[src/rtl/display_compositor_pkg.sv]
// Shared constants and types for the display compositor and its raster timing.
package display_compositor_pkg;

  localparam int PIX_W = 24;

  // 640x480 @ 800x525 raster
  localparam int DEF_H_ACTIVE = 640;
  localparam int DEF_H_FP     = 16;
  localparam int DEF_H_SYNC   = 96;
  localparam int DEF_H_TOTAL  = 800;
  localparam int DEF_V_ACTIVE = 480;
  localparam int DEF_V_FP     = 10;
  localparam int DEF_V_SYNC   = 2;
  localparam int DEF_V_TOTAL  = 525;

  // Camera window size
  localparam int DEF_WIN_W = 320;
  localparam int DEF_WIN_H = 240;

  // Shown in place of a camera pixel the FIFO could not supply
  localparam logic [PIX_W-1:0] SUB_COLOR = 24'hFF00FF;

  typedef enum logic [1:0] {
    ST_IDLE = 2'd0,
    ST_RUN  = 2'd1,
    ST_DROP = 2'd2
  } comp_state_e;

  // Limit a window edge so the whole window stays on the active area
  function automatic logic [9:0] clamp_edge(input logic [9:0] edge_in, input logic [9:0] lim);
    return (edge_in > lim) ? lim : edge_in;
  endfunction

endpackage

[src/rtl/display_compositor_ctrl_raster_timing.sv]
// Free-running h/v raster counters with stage-0 de/sync/last-pixel flags.
// The flags are combinational from the counters so that a consumer can
// pipeline them alongside its own data path.
module raster_timing
  import display_compositor_pkg::*;
#(
  parameter int H_ACTIVE = DEF_H_ACTIVE,
  parameter int H_FP     = DEF_H_FP,
  parameter int H_SYNC   = DEF_H_SYNC,
  parameter int H_TOTAL  = DEF_H_TOTAL,
  parameter int V_ACTIVE = DEF_V_ACTIVE,
  parameter int V_FP     = DEF_V_FP,
  parameter int V_SYNC   = DEF_V_SYNC,
  parameter int V_TOTAL  = DEF_V_TOTAL
) (
  input  logic       clk,
  input  logic       rst_n,
  output logic [9:0] h_count,
  output logic [9:0] v_count,
  output logic       de,
  output logic       hsync,
  output logic       vsync,
  output logic       last_pix,
  output logic       frame_wrap
);

  logic [9:0] h_q, h_d;
  logic [9:0] v_q, v_d;
  logic       h_wrap;

  // Next counter values and wrap detection
  always_comb begin
    h_wrap     = (h_q == 10'(H_TOTAL - 1));
    frame_wrap = h_wrap && (v_q == 10'(V_TOTAL - 1));
    h_d        = h_wrap ? 10'd0 : h_q + 10'd1;
    v_d        = v_q;
    if (h_wrap) begin
      v_d = (v_q == 10'(V_TOTAL - 1)) ? 10'd0 : v_q + 10'd1;
    end
  end

  // Counter registers
  always_ff @(posedge clk or negedge rst_n) begin
    if (!rst_n) begin
      h_q <= '0;
      v_q <= '0;
    end else begin
      h_q <= h_d;
      v_q <= v_d;
    end
  end

  // Stage-0 timing flags
  always_comb begin
    de       = (h_q < 10'(H_ACTIVE)) && (v_q < 10'(V_ACTIVE));
    hsync    = (h_q >= 10'(H_ACTIVE + H_FP)) && (h_q < 10'(H_ACTIVE + H_FP + H_SYNC));
    vsync    = (v_q >= 10'(V_ACTIVE + V_FP)) && (v_q < 10'(V_ACTIVE + V_FP + V_SYNC));
    last_pix = (h_q == 10'(H_ACTIVE - 1)) && (v_q == 10'(V_ACTIVE - 1));
  end

  assign h_count = h_q;
  assign v_count = v_q;

endmodule

[src/rtl/display_compositor_ctrl.sv]
// Display compositor: raster generation, camera-window FIFO reads and a
// two-stage pixel pipeline muxing camera, background and substitute colour.
//
// Config (mode, window origin) is captured on the edge that wraps the raster
// to (0,0), so the values in force at pixel (0,0) hold for the whole frame.
// The frame that starts out of reset is always background-only (IDLE).
module display_compositor_ctrl
  import display_compositor_pkg::*;
#(
  parameter int H_ACTIVE = DEF_H_ACTIVE,
  parameter int H_FP     = DEF_H_FP,
  parameter int H_SYNC   = DEF_H_SYNC,
  parameter int H_TOTAL  = DEF_H_TOTAL,
  parameter int V_ACTIVE = DEF_V_ACTIVE,
  parameter int V_FP     = DEF_V_FP,
  parameter int V_SYNC   = DEF_V_SYNC,
  parameter int V_TOTAL  = DEF_V_TOTAL,
  parameter int WIN_W    = DEF_WIN_W,
  parameter int WIN_H    = DEF_WIN_H
) (
  input  logic             clk,
  input  logic             rst,
  input  logic             mode,
  input  logic [9:0]       win_x,
  input  logic [9:0]       win_y,
  output logic [9:0]       h_count,
  output logic [9:0]       v_count,
  input  logic [PIX_W-1:0] bg_data,
  input  logic             fifo_empty,
  output logic             fifo_rd_en,
  input  logic [PIX_W-1:0] fifo_dout,
  output logic [PIX_W-1:0] pix_out,
  output logic             de,
  output logic             hsync,
  output logic             vsync,
  output logic             frame_done,
  output logic [15:0]      underflow_cnt
);

  localparam logic [9:0]  WX_MAX  = 10'(H_ACTIVE - WIN_W);
  localparam logic [9:0]  WY_MAX  = 10'(V_ACTIVE - WIN_H);
  localparam logic [10:0] WIN_W11 = 11'(WIN_W);
  localparam logic [10:0] WIN_H11 = 11'(WIN_H);

  logic de0, hs0, vs0, last0, frame_wrap;

  raster_timing #(
    .H_ACTIVE(H_ACTIVE), .H_FP(H_FP), .H_SYNC(H_SYNC), .H_TOTAL(H_TOTAL),
    .V_ACTIVE(V_ACTIVE), .V_FP(V_FP), .V_SYNC(V_SYNC), .V_TOTAL(V_TOTAL)
  ) u_raster (
    .clk       (clk),
    .rst_n     (rst),
    .h_count   (h_count),
    .v_count   (v_count),
    .de        (de0),
    .hsync     (hs0),
    .vsync     (vs0),
    .last_pix  (last0),
    .frame_wrap(frame_wrap)
  );

  comp_state_e state_q, state_d;
  logic        mode_q, mode_d;
  logic [9:0]  wx_q, wx_d;
  logic [9:0]  wy_q, wy_d;
  logic [15:0] ucnt_q, ucnt_d;
  logic        in_win, rd0, sub0;

  // Window hit and read / substitute decision for the current pixel
  always_comb begin
    in_win = mode_q
          && ({1'b0, h_count} >= {1'b0, wx_q}) && ({1'b0, h_count} < ({1'b0, wx_q} + WIN_W11))
          && ({1'b0, v_count} >= {1'b0, wy_q}) && ({1'b0, v_count} < ({1'b0, wy_q} + WIN_H11));
    rd0    = (state_q == ST_RUN) && in_win && !fifo_empty;
    sub0   = (state_q == ST_RUN) && in_win && fifo_empty;
  end

  assign fifo_rd_en = rd0;

  // Next state, config latch and underflow count
  always_comb begin
    state_d = state_q;
    mode_d  = mode_q;
    wx_d    = wx_q;
    wy_d    = wy_q;
    ucnt_d  = ucnt_q;
    if (sub0) begin
      state_d = ST_DROP;
      if (ucnt_q != 16'hFFFF) ucnt_d = ucnt_q + 16'd1;
    end
    if (frame_wrap) begin
      state_d = ST_RUN;
      mode_d  = mode;
      wx_d    = clamp_edge(win_x, WX_MAX);
      wy_d    = clamp_edge(win_y, WY_MAX);
    end
  end

  // Control registers
  always_ff @(posedge clk or negedge rst) begin
    if (!rst) begin
      state_q <= ST_IDLE;
      mode_q  <= 1'b0;
      wx_q    <= '0;
      wy_q    <= '0;
      ucnt_q  <= '0;
    end else begin
      state_q <= state_d;
      mode_q  <= mode_d;
      wx_q    <= wx_d;
      wy_q    <= wy_d;
      ucnt_q  <= ucnt_d;
    end
  end

  assign underflow_cnt = ucnt_q;

  logic [PIX_W-1:0] bg1_q, bg1_d, pix_q, pix_d;
  logic rd1_q, rd1_d, sub1_q, sub1_d, de1_q, de1_d, hs1_q, hs1_d;
  logic vs1_q, vs1_d, last1_q, last1_d;
  logic de2_q, de2_d, hs2_q, hs2_d, vs2_q, vs2_d, fd_q, fd_d;

  // Pipeline next values; FIFO data arrives during stage 1
  always_comb begin
    bg1_d   = bg_data;
    rd1_d   = rd0;
    sub1_d  = sub0;
    de1_d   = de0;
    hs1_d   = hs0;
    vs1_d   = vs0;
    last1_d = last0;
    pix_d   = '0;
    if (de1_q) pix_d = sub1_q ? SUB_COLOR : (rd1_q ? fifo_dout : bg1_q);
    de2_d   = de1_q;
    hs2_d   = hs1_q;
    vs2_d   = vs1_q;
    fd_d    = last1_q;
  end

  // Pipeline registers
  always_ff @(posedge clk or negedge rst) begin
    if (!rst) begin
      bg1_q   <= '0;
      rd1_q   <= 1'b0;
      sub1_q  <= 1'b0;
      de1_q   <= 1'b0;
      hs1_q   <= 1'b0;
      vs1_q   <= 1'b0;
      last1_q <= 1'b0;
      pix_q   <= '0;
      de2_q   <= 1'b0;
      hs2_q   <= 1'b0;
      vs2_q   <= 1'b0;
      fd_q    <= 1'b0;
    end else begin
      bg1_q   <= bg1_d;
      rd1_q   <= rd1_d;
      sub1_q  <= sub1_d;
      de1_q   <= de1_d;
      hs1_q   <= hs1_d;
      vs1_q   <= vs1_d;
      last1_q <= last1_d;
      pix_q   <= pix_d;
      de2_q   <= de2_d;
      hs2_q   <= hs2_d;
      vs2_q   <= vs2_d;
      fd_q    <= fd_d;
    end
  end

  assign pix_out    = pix_q;
  assign de         = de2_q;
  assign hsync      = hs2_q;
  assign vsync      = vs2_q;
  assign frame_done = fd_q;

endmodule

[config.mk]
export PLATFORM = sky130hd
export DESIGN_NAME = display_compositor_ctrl
export DESIGN_NICKNAME = d
export VERILOG_FILES = /design/src/rtl/display_compositor_pkg.sv /design/src/rtl/display_compositor_ctrl_raster_timing.sv /design/src/rtl/display_compositor_ctrl.sv
export SDC_FILE = /design/constraint.sdc
export NUM_CORES = 1
export LEC_CHECK = 0
export ABC_AREA = 1
export CORE_MARGIN = 3
export CORE_UTILIZATION = 35
export CTS_CLUSTER_SIZE = 40
export DETAILED_ROUTE_END_ITERATION = 10
export PLACE_DENSITY_LB_ADDON = 0.15
export SETUP_SLACK_MARGIN = 0.4
export SYNTH_ARGS = -nofsm -noshare
export SYNTH_HDL_FRONTEND = slang
export SYNTH_HIERARCHICAL = 1
export SYNTH_SLANG_ARGS = --single-unit
[constraint.sdc]
create_clock -name clk -period 2.2 [get_ports clk]
set_input_delay 0.33 -clock clk [delete_from_list [all_inputs] [get_ports clk]]
set_output_delay 0.33 -clock clk [all_outputs]
set_load 0.05 [all_outputs]
==> results.yml, run 1 <==
layout:
  final_cells: 1199
  final_common_cell: "nand2_1"
  nFillCells: 1652
  diodes: 0
  final_cell_mix: "nand2_1 (173), dfrtp_1 (102), inv_1 (99), clkdlybuf4s50_1 (70), buf_4 (62)"
  fin_util_pct: 53.5
  nets: 1072
  syn2layout_area_growth_pct: 49.3
  drive_gt1_share_pct: 22.1
clocking:
  worstSkewPairLatency_ns: 0.41
  cts_made_buffers: 17
  clock_sinks: 117
  cts_root_buffer: "clkbuf_16"
  cts_tree: "built"
  clockBufferDepth: 2
  cts.clk_slew.worst_paths_ns: 0.05
  htreeDepth: 4
sta:
  finalWorstSetupSlack_ns: -0.550
  maxSlewHeadroom_pct: 62.8
  hold_viol_final: 0
  finalSetupViolCount: 17
  skew_ns: 0.0100
  min_period_ns: 2.75
  slew_violations: 0
  whs_ns: 0.347
  period_share_pct: 125
  fmax_ghz: 0.364
  tightest_slew_ns: 0.557
  rsz0062_at_grt: "yes"
critical_path:
  crit_path_start_kind: "register"
  reg2reg_depth: 16
  crit_fanout: 3
  required_ns: 1.87
  cp_data_arrival_time_ns: 2.42
  r2r_end: "underflow_cnt[5]"
  r2r_slack_ns: -0.32
  rr_startpoint: "wy_q[4]"
  crit_start: "wy_q[4]"
  cp_slowest_cell: "dfrtp_1"
  end_kind: "output port"
  cp_slowest_stage_delay_ns: 0.39
  crit_chain: "inv_2, nand3_1, o21ai_1, xor2_1, ha_1, inv_2, nor3_4, nand3b_1, nand3_4, nor3_4, buf_12"
  worstSetupPathType: "reg -> out"
route:
  wirelength_mm: 17.1
  wl_met3_mm: 1.02
  wl_met2_mm: 7.89
  dr.max_layer_used: "met4"
  post_drt_wl_per_cell_um: 14.2
  drc: 0
  drtPass1Iterations: 5
  wl_met1_mm: 7.96
  vias: 5541
  drt.antenna.violating_nets: 0
  drt_iter0_drc: 231
  via_per_inst: 4.62
pwr:
  irDropWorstVdd_mv: 0.618
  p_total_w: 0.00538
  p_leak_nw: 4.67
  power_density_nw_per_um2: 580
yosys:
  synth_top_family_by_area: "simple AND/OR/NAND/NOR gates"
  synth_compound_area_share_pct: 5.49
  netlist-cell-type-count: 39
  netlist_instances: 747
  muxShareOfSynthArea_pct: 0
  synthesis.area_um2: 6220
  ys_seq_area_share_pct: 47.1
  synthAdderAreaFrac_pct: 7.44
  syn_area_per_cell_um2: 8.33
  synth_xor_xnor_area_share_pct: 3.52
  syn-num-nets: 856
  yosys.area_share.simple_pct: 28.3
  synth_seq_cells: 117
  yosys_warnings: 6
floorplanning:
  fp.dieW_um: 139
  ios: 137
  core_area_um2: 17400
  dieHeight_um: 139
  num_rows: 48
  die_area_um2: 19400
  start_util_pct: 35.8
status:
  violations: "setup timing"
  status: "finished with violations"
placed_design:
  place_congestion: 0.804
  portBuffers: 136
  placed_cells: 1141
  post-place-ws_ns: -0.205
  dp_hpwl_mm: 12.2
global_routing:
  grt-ovfl-total: 0
  grtUsageTotal_pct: 17.5
  antenna_found_initial: 0
  grt_pass1_vias: 5327
  grt_pass1_wl_mm: 27.3
  grt_start_max_net_pins: 44
worst_hold_path:
  hold_start: "fd_d"
  worstHoldPathCells: 0
  hold_path.class: "reg -> reg"
  min_to: "frame_done"
run:
  maxCapViolations: 0
[cells by family (layout without fill, tap and decap cells)]
group / Yosys count / after routing
AO/OA/AOI/OAI: 61 / 61
buffers and inverters: 126 / 352
flip-flops: 117 / 117
adder cells (fa/ha/maj): 37 / 37
XOR/XNOR: 25 / 25
AND/OR/NAND/NOR: 381 / 382
[power by group]
part | switching (W) | leakage (nW) | internal, W
Combinational | 0.000204 | 3.00 | 0.000170
Sequential | 0.0000111 | 1.39 | 0.00220
Clock | 0.000939 | 0.284 | 0.00186
Total | 0.00115 | 4.67 | 0.00423
[worst max-delay path by stage]
stage,slack [ns],end,cells after the start
after floorplan,-0.17,fifo_rd_en,11
after global placement,-0.14,fifo_rd_en,12
after detailed placement,-0.21,fifo_rd_en,12
after CTS,-0.57,fifo_rd_en,12
after global routing,-0.67,fifo_rd_en,12
final,-0.55,fifo_rd_en,11
[Yosys cell counts, drive strengths merged]
library cell	instances	area, um^2
and3	1	6.26
or2	1	6.26
a21oi	13	68.8
o21ai	37	193
nand3	64	345
nand2	188	713
o21bai	3	22.5
o22ai	2	12.5
nor3b	2	15.0
nor4	4	25.0
nor3	15	86.3
a211oi	1	7.51
nor2	74	318
a22oi	1	7.51
buf	6	55.1
clkbuf	11	41.3
o31ai	1	7.51
a21o	3	22.5
dfrtp	117	2930
xnor2	8	70.1
nand3b	2	15.0
nand4	30	230
clkinv	1	3.75
ha	37	463
inv	108	408
xor2	17	149
[through the flow]
step / TNS (ns) / cell area, um^2
global placement: -1.27 / 8310
detailed placement: -2.53 / 8310
finish: -4.82 / 9280
floorplan: -0.187 / 6380
global route: -7.11 / 9280
CTS: -2.87 / 9010
[worst max-delay path: cells and delay by family (launching register included)]
family,cells,cell delay [ns]
adders and majority gates,1,0.28
AOI/OAI and AO/OA,1,0.18
and+or+nand+nor,5,0.63
buffers and inverters,3,0.36
DFF,1,0.39
xor gates and xnor gates,1,0.17
[what timing repair did]
item / in CTS / in global routing
pin swaps: 12 / 20
hold buffers: 1 / 0
hold endpoints to repair: 32 / 0
resized for setup: 95 / 67
gates cloned: 1 / 2
endpoints found under the setup margin: 103 / 61
setup buffers: 6 / 18
[metal layers]
metal / up-vias / global-route usage [%]
met5: - / 0
met4: 0 / 4.48
met3: 12 / 4.50
met2: 131 / 27.6
met1: 2563 / 24.1
li1: 2835 / -
[layout make-up]
type	count	area, um^2	share of cell area, %
clock buffers	22	474	5.11
clock inverters	8	126	1.36
inverters	109	422	4.54
multi-input cells	505	3070	33.1
flip-flops and latches	117	2950	31.7
well taps	225	282	3.03
repair buffers	213	1960	21.1
[registers in the layout, indices dropped and copies added, names as in the netlist, 2 cells and up]
signal	count
bg1_q	24
pix_out	24
underflow_cnt	16
u_raster/h_count	10
u_raster/v_count	10
wx_q	10
wy_q	10
state_q	2
Note: power is estimated with default switching activity, not from simulation.
==> run 2, diff against run 1 <==
--- a/config.mk
+++ b/config.mk
@@ -8,7 +8,7 @@
 export ABC_AREA = 1
 export CORE_MARGIN = 3
 export CORE_UTILIZATION = 35
-export CTS_CLUSTER_SIZE = 40
+export CTS_CLUSTER_SIZE = 10
 export DETAILED_ROUTE_END_ITERATION = 10
 export PLACE_DENSITY_LB_ADDON = 0.15
 export SETUP_SLACK_MARGIN = 0.4
==> results of run 2 <==
The final DEF is identical to that of run 1; final timing and power are the same.
==> edit, RTL diff (settings of run 1) <==
`PIX_W`: 24 -> 36.
--- a/src/rtl/display_compositor_pkg.sv
+++ b/src/rtl/display_compositor_pkg.sv
@@ -2,5 +2,5 @@
 package display_compositor_pkg;
 
-  localparam int PIX_W = 24;
+  localparam int PIX_W = 36;
 
   // 640x480 @ 800x525 raster
Ports: changed (resized bg_data, fifo_dout and pix_out); port bits go from 137 to 173. No check against the original RTL was run, so the function may have changed too.
==> edit against run 1 <==
The flow still finishes with violations (negative setup slack). Final cell count rose by 7.5%. Power increased by 17%. Synthesized cell count is 3.7% higher. Sequential cell count rose by 24. Register-to-register slack gained 100 ps. Combinational power is 35% higher. Design area increased by 12%. Global-route usage up 0.26 points. Worst setup slack improved by 28 ps. Routed wire length is 13% higher. Area after synthesis rose by 11%. Die area up 11%.
==> edit: results <==
[status]
outcome = "finished with violations"
failed_checks = "negative setup slack"

[place]
globalplace.congestion = 0.838
io_buffer_count = 172
placed_cells_incl_taps = 1235
detailed_place_hpwl_um = 13500
dp_slack_ps = -127

[synth]
post_synth_fa_ha_maj_area_fraction = 0.0669
ys_types = 40
synth_area_leaders = "sky130_fd_sc_hd__dfrtp_1 (51%), sky130_fd_sc_hd__nand2_1 (7.8%), sky130_fd_sc_hd__ha_1 (6.7%)"
synth_mux_area_frac = 0.0260
synth_xor_xnor_area_share = 0.0342
synthesis.instances = 775
sequential_element_share_of_the_synthesized_area = 0.510
ys_top_cells_by_count = "sky130_fd_sc_hd__nand2_1 (143), sky130_fd_sc_hd__dfrtp_1 (141), sky130_fd_sc_hd__inv_1 (107)"
share_of_the_synthesized_area_in_compound_gates_ao_oa_aoi_oai = 0.0537

[clocking]
number_of_buffers_added_by_the_clock_tree_synthesis_step = 17
clock_pin_transition_on_the_worst_setup_and_hold_timing_paths_ps = 70
cts_setup_buffers = 12
clock_latency_ps = 420
cts-resized-gates = 119

[detailed_routing]
route.detailed.wl_per_inst_um = 15.0
detailedRoute.firstIterationViolations = 191
wl_met2_um = 9230
wl_final_um = 19300
met3_wirelength_um = 1080
drtPass1Iterations = 4

[worst_setup_path]
timing.critical_path.arrival_ps = 2390
worstReg2RegEnd = "state_q[0]$_DFFE_PN0P_"
reg2reg_setup_slack_ps = -220

[worst_hold_path]
hold_path_depth = 1
worst_hold_path_type = "in -> reg"
endpoint_of_the_worst_hold_timing_path = "bg1_q[10]$_DFF_PN0_"
timing.hold.worst.start = "bg_data[10]"

[final_layout]
final_layout_size_suffix_gt1_frac = 0.231
nets = 1149

[sta]
layout_setup_ws_ps = -522
holdWs_ps = 349
finalSetupViolCount = 20
worst-slew-pin-transition_ps = 700
clock-skew-final_ps = 10.7

[global_route]
grt_start_max_net_pins = 61
grt_usage = 0.177
grtUsageMet1 = 0.223
antenna_found_initial = 0
gr-usage-met3 = 0.0425

[power]
leakage_power_summed_over_all_cells_nw = 5.02
vdd_ir_drop_max_mv = 0.516
[edit: cell types whose count changed after synthesis, moves of 4 or more]
cell / run 1 / this run
sky130_fd_sc_hd__buf_2: 2 / 6
sky130_fd_sc_hd__dfrtp_1: 117 / 141
sky130_fd_sc_hd__mux2_2: 0 / 16
sky130_fd_sc_hd__nand2_1: 185 / 143
sky130_fd_sc_hd__nand3_1: 59 / 40
sky130_fd_sc_hd__nor2_1: 64 / 88
sky130_fd_sc_hd__nor3_1: 14 / 34
sky130_fd_sc_hd__o21ai_0: 32 / 43
sky130_fd_sc_hd__xnor2_1: 8 / 4
sky130_fd_sc_hd__xor2_1: 17 / 23
[edit: cell type report]
cell class                      count  area (µm²)
Fill cell                        1729        8660
Sequential cell                   141        3550
Multi-Input combinational cell    505        3190
Timing Repair Buffer              240        2280
Clock buffer                       18         439
Inverter                          111         430
Tap cell                          260         325
Clock inverter                     14         206
[edit: cells by family after synthesis]
group,after synthesis
adders and majority gates,37
AOI/OAI and AO/OA,69
muxes,16
xor gates and xnor gates,27
DFF,141
buffers and inverters,130
and+or+nand+nor,355
[edit: per-stage QoR]
| step | total power [mW] | TNS [ps] | area [µm²] |
|---|---|---|---|
| floorplan | 2.92 | -74.4 | 7060 |
| detailed placement | 3.25 | -1070 | 9420 |
| CTS | 6.39 | -1080 | 10200 |
| global route | 6.55 | -6640 | 10400 |
| global placement | 3.25 | -346 | 9420 |
| finish | 6.31 | -3710 | 10400 |
[edit: power breakdown]
group / leakage, nW / switching, mW / internal [mW] / total, mW
logic: 3.04 / 0.275 / 0.230 / 0.505
clock network: 0.318 / 1.17 / 1.96 / 3.13
registers: 1.66 / 0.0180 / 2.66 / 2.68
total: 5.02 / 1.47 / 4.85 / 6.31
